==> src/rtl/inst_fetch_ctrl_if.sv <==
`default_nettype none
// ============================================================================
// Module   : inst_fetch_ctrl_if
// Brief    : Fetch-stage bus between the PC sequencer, the instruction ROM
//            and the decoder. Debug-step signals exist only with IFETCH_STEP_EN.
// Revision : 1.0 - initial release
// ============================================================================
interface inst_fetch_ctrl_if #(
    parameter int ADDR_W = 6,
    parameter int DATA_W = 32
);
    logic [ADDR_W-1:0] rom_addr;
    logic [DATA_W-1:0] rom_inst;
    logic              id_stall;
    logic              redirect;
    logic [ADDR_W-1:0] redirect_pc;
    logic              halt;
    logic              resume;
    logic [DATA_W-1:0] if_inst;
    logic [ADDR_W-1:0] if_pc;
    logic              if_valid;
    logic              halted;
    logic [15:0]       fetch_cnt;
`ifdef IFETCH_STEP_EN
    logic              dbg_step_mode;
    logic              dbg_step;
`endif

    modport master (
        output rom_addr,
        input  rom_inst,
        input  id_stall,
        input  redirect,
        input  redirect_pc,
        input  halt,
        input  resume,
        output if_inst,
        output if_pc,
        output if_valid,
        output halted,
        output fetch_cnt
`ifdef IFETCH_STEP_EN
        ,
        input  dbg_step_mode,
        input  dbg_step
`endif
    );

    modport slave (
        input  rom_addr,
        output rom_inst,
        output id_stall,
        output redirect,
        output redirect_pc,
        output halt,
        output resume,
        input  if_inst,
        input  if_pc,
        input  if_valid,
        input  halted,
        input  fetch_cnt
`ifdef IFETCH_STEP_EN
        ,
        output dbg_step_mode,
        output dbg_step
`endif
    );
endinterface
`default_nettype wire

==> src/rtl/inst_fetch_ctrl.sv <==
`default_nettype none
// ============================================================================
// Module   : inst_fetch_ctrl
// Brief    : SCPU0 instruction-fetch sequencer: PC, IF/ID register, stall,
//            redirect and halt/resume. IFETCH_STEP_EN adds single-step debug.
// Revision : 1.0 - initial release
// ============================================================================
module inst_fetch_ctrl #(
    parameter int                ADDR_W   = 6,
    parameter int                DATA_W   = 32,
    parameter logic [ADDR_W-1:0] RESET_PC = 'd1
) (
    input  logic clk,
    input  logic rst,
    inst_fetch_ctrl_if.master bus
);

`ifdef IFETCH_STEP_EN
    typedef enum logic [1:0] {
        ST_RUN  = 2'd0,
        ST_HALT = 2'd1,
        ST_STEP = 2'd2
    } state_t;
`else
    typedef enum logic [1:0] {
        ST_RUN  = 2'd0,
        ST_HALT = 2'd1
    } state_t;
`endif

    localparam logic [15:0] c_cnt_max = 16'hFFFF;

    state_t            r_state;
    state_t            w_state_nxt;
    logic              w_accept;
    logic [ADDR_W-1:0] r_pc;
    logic [DATA_W-1:0] r_if_inst;
    logic [ADDR_W-1:0] r_if_pc;
    logic              r_if_valid;
    logic [15:0]       r_fetch_cnt;

    always_ff @(posedge clk) begin
        if (rst) begin
            r_state <= ST_RUN;
        end else begin
            r_state <= w_state_nxt;
        end
    end

    // w_accept means the current state permits a fetch; stall/redirect veto it later.
    always_comb begin
        w_state_nxt = r_state;
        w_accept    = 1'b0;
        case (r_state)
            ST_RUN: begin
                if (bus.halt) begin
                    w_state_nxt = ST_HALT;
`ifdef IFETCH_STEP_EN
                end else if (bus.dbg_step_mode) begin
                    w_state_nxt = ST_STEP;
`endif
                end else begin
                    w_accept = 1'b1;
                end
            end
            ST_HALT: begin
                if (!bus.halt && bus.resume) begin
`ifdef IFETCH_STEP_EN
                    w_state_nxt = bus.dbg_step_mode ? ST_STEP : ST_RUN;
`else
                    w_state_nxt = ST_RUN;
`endif
                end
            end
`ifdef IFETCH_STEP_EN
            ST_STEP: begin
                if (bus.halt) begin
                    w_state_nxt = ST_HALT;
                end else begin
                    if (!bus.dbg_step_mode) begin
                        w_state_nxt = ST_RUN;
                    end
                    w_accept = bus.dbg_step;
                end
            end
`endif
            default: w_state_nxt = ST_RUN;
        endcase
    end

    // Redirect overrides stall: the stalled word is discarded on decode's behalf.
    always_ff @(posedge clk) begin
        if (rst) begin
            r_pc        <= RESET_PC;
            r_if_inst   <= '0;
            r_if_pc     <= '0;
            r_if_valid  <= 1'b0;
            r_fetch_cnt <= '0;
        end else if (bus.redirect) begin
            r_pc       <= bus.redirect_pc;
            r_if_valid <= 1'b0;
        end else if (!bus.id_stall) begin
            if (w_accept) begin
                r_if_inst  <= bus.rom_inst;
                r_if_pc    <= r_pc;
                r_if_valid <= 1'b1;
                r_pc       <= r_pc + 1'b1;
                if (r_fetch_cnt != c_cnt_max) begin
                    r_fetch_cnt <= r_fetch_cnt + 16'd1;
                end
            end else begin
                r_if_valid <= 1'b0;
            end
        end
    end

    assign bus.rom_addr  = r_pc;
    assign bus.if_inst   = r_if_inst;
    assign bus.if_pc     = r_if_pc;
    assign bus.if_valid  = r_if_valid;
    assign bus.halted    = (r_state == ST_HALT);
    assign bus.fetch_cnt = r_fetch_cnt;

endmodule
`default_nettype wire

==> src/flat_wrapper.sv <==
// flat-port wrapper written by rule: the top's interface ports become plain ports
module inst_fetch_ctrl_flat 
#(
    parameter int                ADDR_W   = 6,
    parameter int                DATA_W   = 32,
    parameter logic [ADDR_W-1:0] RESET_PC = 'd1
)
  (clk, rst, bus_rom_addr, bus_rom_inst, bus_id_stall, bus_redirect, bus_redirect_pc, bus_halt, bus_resume, bus_if_inst, bus_if_pc, bus_if_valid, bus_halted, bus_fetch_cnt);
  inst_fetch_ctrl_if #(.ADDR_W(ADDR_W), .DATA_W(DATA_W)) bus_i ();
  input  logic clk;
  input  logic rst;
  output wire logic [$bits(bus_i.rom_addr)-1:0] bus_rom_addr;
  input wire logic [$bits(bus_i.rom_inst)-1:0] bus_rom_inst;
  input wire logic [$bits(bus_i.id_stall)-1:0] bus_id_stall;
  input wire logic [$bits(bus_i.redirect)-1:0] bus_redirect;
  input wire logic [$bits(bus_i.redirect_pc)-1:0] bus_redirect_pc;
  input wire logic [$bits(bus_i.halt)-1:0] bus_halt;
  input wire logic [$bits(bus_i.resume)-1:0] bus_resume;
  output wire logic [$bits(bus_i.if_inst)-1:0] bus_if_inst;
  output wire logic [$bits(bus_i.if_pc)-1:0] bus_if_pc;
  output wire logic [$bits(bus_i.if_valid)-1:0] bus_if_valid;
  output wire logic [$bits(bus_i.halted)-1:0] bus_halted;
  output wire logic [$bits(bus_i.fetch_cnt)-1:0] bus_fetch_cnt;
  assign bus_rom_addr = bus_i.rom_addr;
  assign bus_i.rom_inst = bus_rom_inst;
  assign bus_i.id_stall = bus_id_stall;
  assign bus_i.redirect = bus_redirect;
  assign bus_i.redirect_pc = bus_redirect_pc;
  assign bus_i.halt = bus_halt;
  assign bus_i.resume = bus_resume;
  assign bus_if_inst = bus_i.if_inst;
  assign bus_if_pc = bus_i.if_pc;
  assign bus_if_valid = bus_i.if_valid;
  assign bus_halted = bus_i.halted;
  assign bus_fetch_cnt = bus_i.fetch_cnt;
  inst_fetch_ctrl #(.ADDR_W(ADDR_W), .DATA_W(DATA_W), .RESET_PC(RESET_PC)) u_core (.clk(clk), .rst(rst), .bus(bus_i));
endmodule
==> config.mk <==
export PLATFORM = sky130hd
export DESIGN_NAME = inst_fetch_ctrl_flat
export DESIGN_NICKNAME = d
export VERILOG_FILES = /design/src/rtl/inst_fetch_ctrl_if.sv /design/src/rtl/inst_fetch_ctrl.sv /design/src/flat_wrapper.sv
export SDC_FILE = /design/constraint.sdc
export NUM_CORES = 1
export LEC_CHECK = 0
export CAP_MARGIN = 20
export CORE_ASPECT_RATIO = 0.7
export CORE_MARGIN = 2
export CORE_UTILIZATION = 66
export DETAILED_ROUTE_END_ITERATION = 8
export DONT_BUFFER_PORTS = 1
export PLACE_DENSITY = 0.82
export SLEW_MARGIN = 20
export SYNTH_ARGS = -nofsm -noshare
export SYNTH_HDL_FRONTEND = slang
export SYNTH_SLANG_ARGS = --single-unit
==> constraint.sdc <==
create_clock -name clk -period 5.1 [get_ports clk]
set_input_delay 0.765 -clock clk [delete_from_list [all_inputs] [get_ports clk]]
set_output_delay 0.765 -clock clk [all_outputs]
set_load 0.02 [all_outputs]
## Yosys cells after proc, flatten, opt, wreduce, memory -nomap -nowiden

Cells that the tools add are included.

| cells by class | value |
|---|---|
| add/sub/neg operators | 2 |
| eq/ne operators | 5 |
| mux-type cells | 9 |
| bitwise gates (word level) | 2 |
| reductions and logical operators | 9 |

Operators by type and width:

| kind | count |
|---|---|
| $mux 6 | 3 |
| $add 16x1->16 const B | 1 |
| $ne 16x16->1 const B | 1 |
| $add 6x1->6 const B | 1 |
| $mux 2 | 2 |
| $ne 2x1->1 const B | 2 |
| $pmux 2 s2 | 1 |
| $reduce_and 2->1 | 2 |
| $reduce_and 4->1 | 1 |
| $mux 1 | 3 |
| $reduce_and 3->1 | 1 |
| $eq 2x1->1 const B | 1 |
| $logic_not 2->1 | 1 |
| $ne 2x2->1 const B | 1 |
| $not 1->1 | 2 |
| $reduce_bool 2->1 | 1 |
| $reduce_or 2->1 | 1 |
| $logic_and 1x1->1 | 1 |
| $logic_not 1->1 | 1 |

| storage, ports and cells | value |
|---|---|
| register bits after elaboration | 63 |
| bits of input ports | 44 |
| output and inout port bits | 62 |

## Depth between registers and ports, before layout

Gate-level depths: netlist of run 1.

| logic depth | value |
|---|---|
| word-level depth | 5 |
| gate-level depth with buffers | 6 |
| mapped depth without buffers | 5 |

## Least setup slack after synthesis of run 1

OpenSTA, ideal clock, no wires.

| timing path | value |
|---|---|
| kind | input to register |
| start point | input bus_id_stall |
| end point | register u_core.r_fetch_cnt[6] (netlist: u_core.bus.fetch_cnt[6]) |
| library setup time | 0.121 ns |
| arrival time | 2.087 ns |
| setup slack | 2.892 ns |
| cell stages on the path | 4 |
| path through | or4_4 buf_6 nor4b_1 mux2_2 |

| on the way | value |
|---|---|
| word-level cells in the longest chain between the ends | 2 |

Ends and longest elaborated chain:

| item | RTL line | RTL |
|---|---|---|
| from (decl) | flat_wrapper.sv:14 | `input wire logic [$bits(bus_i.id_stall)-1:0] bus_id_stall;` |
| $not 1->1 (no line) | -- |  |
| $reduce_and 4->1 (no line) | -- |  |
| to (signal assigned) | inst_fetch_ctrl.sv:109 | `r_fetch_cnt <= r_fetch_cnt + 16'd1;` |
| to (decl) | inst_fetch_ctrl.sv:40 | `logic [15:0] r_fetch_cnt;` |

Every way passes these cells.
A chain may end at the register's enable or synchronous reset.

## Final worst setup path of run 1

| timing path | value |
|---|---|
| start point | register u_core.r_fetch_cnt[0] (netlist: u_core.bus.fetch_cnt[0]) |
| end point | register u_core.r_fetch_cnt[12] (netlist: u_core.bus.fetch_cnt[12]) |

| on the way | value |
|---|---|
| word-level cells in the longest chain between the ends | 2 |

Ends and longest elaborated chain:

| item |
|---|
| parallel branches: the longest is 2 deep, another holds $add 16x1->16 |

Several ways; the timed one is not identified.

==> run_results.csv, run 1 <==
group,metric,value,unit
status,outcome,"completed",
global_route,grt_overflow,0,
power_and_ir_drop,power.density,340.0,nW/um^2
synth,ys_seq_area_share,48.84,%
placed_design,numPortBuffers,0,
final_layout,final_common_cell,"nand2_1",
global_route,antenna_found_initial,0,
floorplanning,die_y,55.92,um
placed_design,routabilityCongestion,0.8250,
timing,rsz0062_at_grt,"false",
synth,syn-instance-count,305,
synth,async_reset_ff_share,0,%
clocking,cts_setup_buffers,0,
worst_setup_path,crit_path_end_kind,"register",
placed_design,dp_hpwl,3741,um
synth,synth_ff_type,"dfxtp_1",
route,dr.first_iter.drc_count,154,
final_layout,nFillCells,281,
floorplanning,io_pins,106,
hold_path,hold_path.class,"input pin to register",
global_route,grt_max_degree,67,
timing,tightest_slew,688.8,ps
timing,max-slew-margin-rel,53.73,%
clocking,clk_pin_slew_worst_paths,60,ps
worst_setup_path,cp-startpoint,"u_core.bus.fetch_cnt[0]",
global_route,grt_usage,26.45,%
clocking,htreeDepth,3,
clocking,cts_buffers,9,
timing,finalSetupTns,0,ps
route,ant_nets,0,
clocking,clk_latency,330,ps
timing,hold_viol_final,0,
timing,fin_skew,4.609,ps
timing,slew_viol_final,0,
timing,setup_viol,0,
final_layout,antennaDiodeCount,0,
power_and_ir_drop,p_leak,0.0009183,uW
clocking,clk_path_buf_depth,2,
power_and_ir_drop,peakVddDrop,0.0003315,V
synth,postSynthNetCount,351,
floorplanning,initial_core_util,70.52,%
floorplanning,die_x,78.17,um
final_layout,area_growth,6.549,%
clocking,cts_sinks,62,
synth,yosys_warnings,0,
route,vias_per_cell,5.972,
hold_path,min_from,"rst",
floorplanning,core,3603,um^2
worst_setup_path,critPathLaunchType,"register",
clocking,root_buffer,"clkbuf_8",
synth,avgSynthCellArea,8.332,um^2
route,wl,5648,um
worst_setup_path,cp_data_arrival_time,2520,ps
worst_setup_path,worstPathRequired,5330,ps
global_route,grt_pass1_vias,1865,
final_layout,final_cell_mix,"nand2_1 (82), dfxtp_1 (62), a21oi_1 (51)",
worst_setup_path,reg2reg_from,"u_core.bus.fetch_cnt[0]",
floorplanning,die_area,4371,um^2
synth,synthesis.area,2541,um^2
synth,synth_edf_count,0,
final_layout,fin_nets,345,
global_route,grt_pass1_wl,8997,um
synth,synth-seq-cells,62,
synth,ys_types,37,
route,route.detailed.drc,0,
route,wl_per_cell,16.00,um
worst_setup_path,path_class,"register to register",
worst_setup_path,crit_fanout,17,
flow_run,maxCapViolCount,0,
clocking,cts_tree,"built",
timing,fmax,436.4,MHz
timing,post-route-min-period,2292,ps
power_and_ir_drop,power.total,920.5,uW
timing,finalCritPeriodShare,44.93,%
clocking,cts_hold_buf,0,
route,num_vias,2108,
floorplanning,fp-row-count,18,
final_layout,final_core_util,75.14,%
clocking,cts_resized,0,
route,dr.pass1.iters,4,
final_layout,layout-drive-gt1-share,8.581,%
==> critical path, stage by stage, from the launching register on <==
cell	delay, ps
dfxtp_1	520
ha_1	260
nand4_1	330
nor4_4	630
nor4_1	150
mux2_2	300
==> metrics by stage <==
step	cells	area [um^2]	hold slack, ps	worst slack [ps]
floorplan	305	2541	534.5	2892
global placement	338	2534	537.7	2614
detailed placement	338	2534	541.4	2534
CTS	353	2699	491.5	2529
global route	353	2708	483.5	2637
finish	353	2708	492.5	2808
==> cell type report <==
class                           count  area [um^2]  area share (%)
Multi-Input combinational cell    221         1216           44.92
Clock buffer                       11        141.4           5.222
Sequential cell                    62         1241           45.84
Tap cell                           50        62.56           2.311
Inverter                            4        15.01          0.5545
Clock inverter                      4        23.77          0.8780
Timing Repair Buffer                1        7.507          0.2773
==> flip-flops by register name (all words and copies together) (netlist names) <==
name and flops:
u_core.bus.if_inst 32, u_core.bus.fetch_cnt 16, u_core.bus.if_pc 6, u_core.bus.rom_addr 6
u_core.bus.if_valid 1, u_core.r_state 1
==> kinds of logic after synthesis <==
kind of cell	after synthesis	share of synthesized area (%)
flops	62	48.84
buf+inv	22	3.644
simple gates	136	26.00
mux	8	3.397
xor+xnor	5	1.724
compound gates	70	15.41
fa+ha+maj	2	0.9846
==> cells in the mapped netlist, drive strengths merged (2+ instances only) <==
| master | instances | share of area [%] |
|---|---|---|
| nand2 | 82 | 12 |
| nand3 | 5 | 0.98 |
| o21ba | 3 | 1.2 |
| nor2 | 7 | 1.0 |
| a211oi | 2 | 0.59 |
| mux2i | 3 | 1.2 |
| dfxtp | 62 | 49 |
| nor3 | 7 | 1.4 |
| inv | 4 | 0.59 |
| clkbuf | 13 | 1.9 |
| mux2 | 5 | 2.2 |
| and4 | 3 | 1.0 |
| a21oi | 51 | 10 |
| ha | 2 | 0.98 |
| buf | 5 | 1.1 |
| or4 | 4 | 1.3 |
| nor4b | 2 | 0.69 |
| o31ai | 3 | 0.89 |
| nor4 | 4 | 1.8 |
| nand4 | 9 | 2.2 |
| nor2b | 4 | 0.98 |
| or3 | 5 | 1.2 |
| o21a | 4 | 1.2 |
| o21ai | 5 | 0.98 |
| xor2 | 2 | 0.69 |
| xnor2 | 3 | 1.0 |
==> per-layer routing <==
| layer | vias to the layer above | global-route usage (%) | wire length (um) | share of wire [%] |
|---|---|---|---|---|
| met5 | - | 0 | 0 | 0 |
| met4 | 0 | 7.018 | 58 | 1.0 |
| met3 | 8 | 14.29 | 708 | 13 |
| li1 | 1049 | - | - | - |
| met2 | 109 | 39.41 | 2573 | 46 |
| met1 | 942 | 33.54 | 2307 | 41 |
==> path summary, 6_finish.rpt <==
check	endpoint	slack [ps]	cells after the start
setup / recovery	u_core.bus.fetch_cnt[12]	2810	5
hold / removal	u_core.bus.fetch_cnt[9]	490	1
setup reg to reg	u_core.bus.fetch_cnt[12]	2810	5
hold reg to reg	u_core.bus.if_inst[8]	550	2
==> report_power, final <==
group          leakage, uW  total (uW)  internal, uW  switching (uW)
Clock            0.0000889         361           185             176
Sequential        0.000503         526           497            29.0
Combinational     0.000326        33.5          15.1            18.4
Total             0.000918         921           697             223
(Power assumes the default switching activity.)
==> run 2: changes to the inputs <==
Settings changed: CORE_UTILIZATION 66 to 62, PLACE_DENSITY 0.82 to 0.78.
Clock period 5.1 ns to 2.3 ns, I/O delays scaled along.
==> run 2 against run 1 <==
Against the previous run:
- combinational power grew to 2.5 times the previous value
- count of clock-buffer cells in the layout grew 1
- final area grew 4.4%
- highest routed layer unchanged
- register-to-register slack got worse by 2600 ps
- die area up 6.1%
- critical endpoint is now u_core.bus.fetch_cnt[6]
==> run_results.csv, run 2 (same netlist as run 1, synthesis figures left out) <==
group,metric,value,unit
status,outcome,"completed",
global_route,antenna_found_initial,0,
clocking,cts_tree,"built",
clocking,cts_sinks,62,
flow_run,maxCapViolCount,0,
timing,tightest_slew,633.2,ps
route,vias_per_cell,5.915,
worst_setup_path,cp_slowest_cell,"dfxtp_1",
power_and_ir_drop,power.total,2296,uW
worst_setup_path,path_class,"register to register",
final_layout,antennaDiodeCount,0,
final_layout,final_cell_mix,"nand2_1 (82), dfxtp_1 (62), a21oi_1 (51)",
route,num_vias,2153,
placed_design,numPortBuffers,0,
placed_design,routabilityCongestion,0.9031,
final_layout,layout-drive-gt1-share,11.22,%
worst_setup_path,crit_family,"simple AND/OR/NAND/NOR gates",
final_layout,final_cells,364,
timing,post-route-min-period,2053,ps
final_layout,fin_nets,354,
floorplanning,die_x,80.52,um
worst_setup_path,crit_chain,"ha_1 > nand4_1 > nor4_2 > buf_4 > nor4b_1 > mux2_2",
timing,fin_skew,9.067,ps
timing,finalCritPeriodShare,89.27,%
floorplanning,die_y,57.57,um
route,route.detailed.drc,0,
power_and_ir_drop,p_leak,0.0009676,uW
route,dr.pass1.iters,5,
power_and_ir_drop,power.density,812.3,nW/um^2
timing,slew_viol_final,0,
worst_setup_path,worstReg2RegEnd,"u_core.bus.fetch_cnt[6]",
clocking,cts_resized,0,
floorplanning,die_area,4635,um^2
placed_design,place_area,2604,um^2
global_route,grt_usage,24.37,%
global_route,grt_pass1_wl,8569,um
worst_setup_path,cp-endpoint,"u_core.bus.fetch_cnt[6]",
power_and_ir_drop,switching_share,21.39,%
final_layout,largest_reg_flops,32,
power_and_ir_drop,internal-power,1805,uW
placed_design,dpl.cell_count,349,
worst_setup_path,cp-startpoint,"u_core.bus.fetch_cnt[0]",
power_and_ir_drop,power_frac_comb,3.7,%
global_route,grt_pass1_vias,1820,
worst_setup_path,crit_path_end_kind,"register",
global_route,grt_max_degree,67,
power_and_ir_drop,seqPwrFrac,50.5,%
worst_setup_path,max_stage_delay,520,ps
timing,rsz0062_at_grt,"false",
worst_setup_path,regToRegSetupSlack,250,ps
global_route,grt_overflow,0,
clocking,cts_buffers,9,
power_and_ir_drop,p_sw,491.1,uW
worst_setup_path,worstPathRequired,2510,ps
worst_setup_path,cp_data_arrival_time,2260,ps
timing,setup_viol,0,
power_and_ir_drop,power_frac_clock,45.8,%
worst_setup_path,reg2regPathDepth,6,
clocking,clk_path_buf_depth,2,
final_layout,final_common_cell,"nand2_1",
clocking,cts_setup_buffers,0,
route,dr.first_iter.drc_count,93,
power_and_ir_drop,peakVddDrop,0.0006155,V
floorplanning,initial_core_util,64.78,%
clocking,root_buffer,"clkbuf_8",
floorplanning,core,3923,um^2
worst_setup_path,reg2reg_from,"u_core.bus.fetch_cnt[0]",
final_layout,design_area,2826,um^2
worst_setup_path,crit_fanout,14,
placed_design,dp_hpwl,3827,um
clocking,htreeDepth,3,
hold_path,hold_path.class,"input pin to register",
clocking,cts_hold_buf,0,
route,wl_per_cell,15.43,um
floorplanning,io_pins,106,
timing,max-slew-margin-rel,57.46,%
worst_setup_path,path_buf_inv,1,
worst_setup_path,cp.depth,6,
route,ant_nets,0,
clocking,clk_pin_slew_worst_paths,70,ps
floorplanning,fp-row-count,19,
timing,finalSetupTns,0,ps
final_layout,area_growth,11.23,%
timing,fmax,487.0,MHz
route,wl,5616,um
timing,hold_viol_final,0,
clocking,clk_latency,320,ps
worst_setup_path,critPathLaunchType,"register",
==> run 2: cell types whose count changed in the layout (fill, tap and decap cells not counted) <==
cell        previous run  this run
buf_4                  1        10
bufinv_16              0         2
clkbuf_8              10        11
clkinv_2               3         0
clkinv_4               1         0
clkinvlp_4             0         1
nor4_2                 0         1
nor4_4                 2         1
==> run 2: worst min path at each step <==
stage                         from                 endpoint  slack (ps)  depth (start not counted)
after CTS                      rst   u_core.bus.if_inst[17]          70                          1
final                          rst  u_core.bus.fetch_cnt[7]          90                          1
after global placement         rst   u_core.bus.if_inst[25]         420                          1
after floorplan           bus_halt        u_core.r_state[0]         460                          2
after global routing           rst  u_core.bus.fetch_cnt[9]          60                          1
after detailed placement       rst  u_core.bus.fetch_cnt[9]         420                          1
==> run 2: metal layers <==
layer	vias up	global-route usage, %	share of wire (%)
li1	1061	-	-
met5	-	0	0
met3	2	10.92	9.1
met1	1010	32.66	44
met2	80	35.00	46
met4	0	8.717	0.55
==> run 2: power groups by stage <==
stage	Combinational, uW	Clock [uW]	Sequential, uW
2_1_floorplan	81.3	0	1180
3_3_place_gp	82.5	0	1180
3_5_place_dp	85.2	0	1180
4_1_cts	85.8	1070	1160
5_1_grt	95.5	1120	1160
6_report	85.1	1050	1160
==> run 2: final cells by class <==
type | count | area, um^2
inverters | 4 | 15.01
multi-input cells | 221 | 1207
fillers | 322 | 1096
clock buffers | 12 | 155.1
repair buffers | 10 | 75.07
flip-flops and latches | 62 | 1241
clock inverters | 3 | 67.56
well taps | 52 | 65.06
==> run 2: stage by stage <==
step                utilization (%)  hold WS, ps  setup slack, ps
finish                        72.06        89.94            246.7
global route                  72.06        63.92            116.5
CTS                           72.06        72.25            267.9
detailed placement            66.38        420.6            282.2
global placement              66.38        418.9            337.0
floorplan                         -        462.4            359.2
==> run 2: worst reg2reg max path, cell delays in order, from the launching register on <==
cell     delay, ps
dfxtp_1        520
ha_1           250
nand4_1        290
nor4_2         280
buf_4          240
nor4b_1         80
mux2_2         280
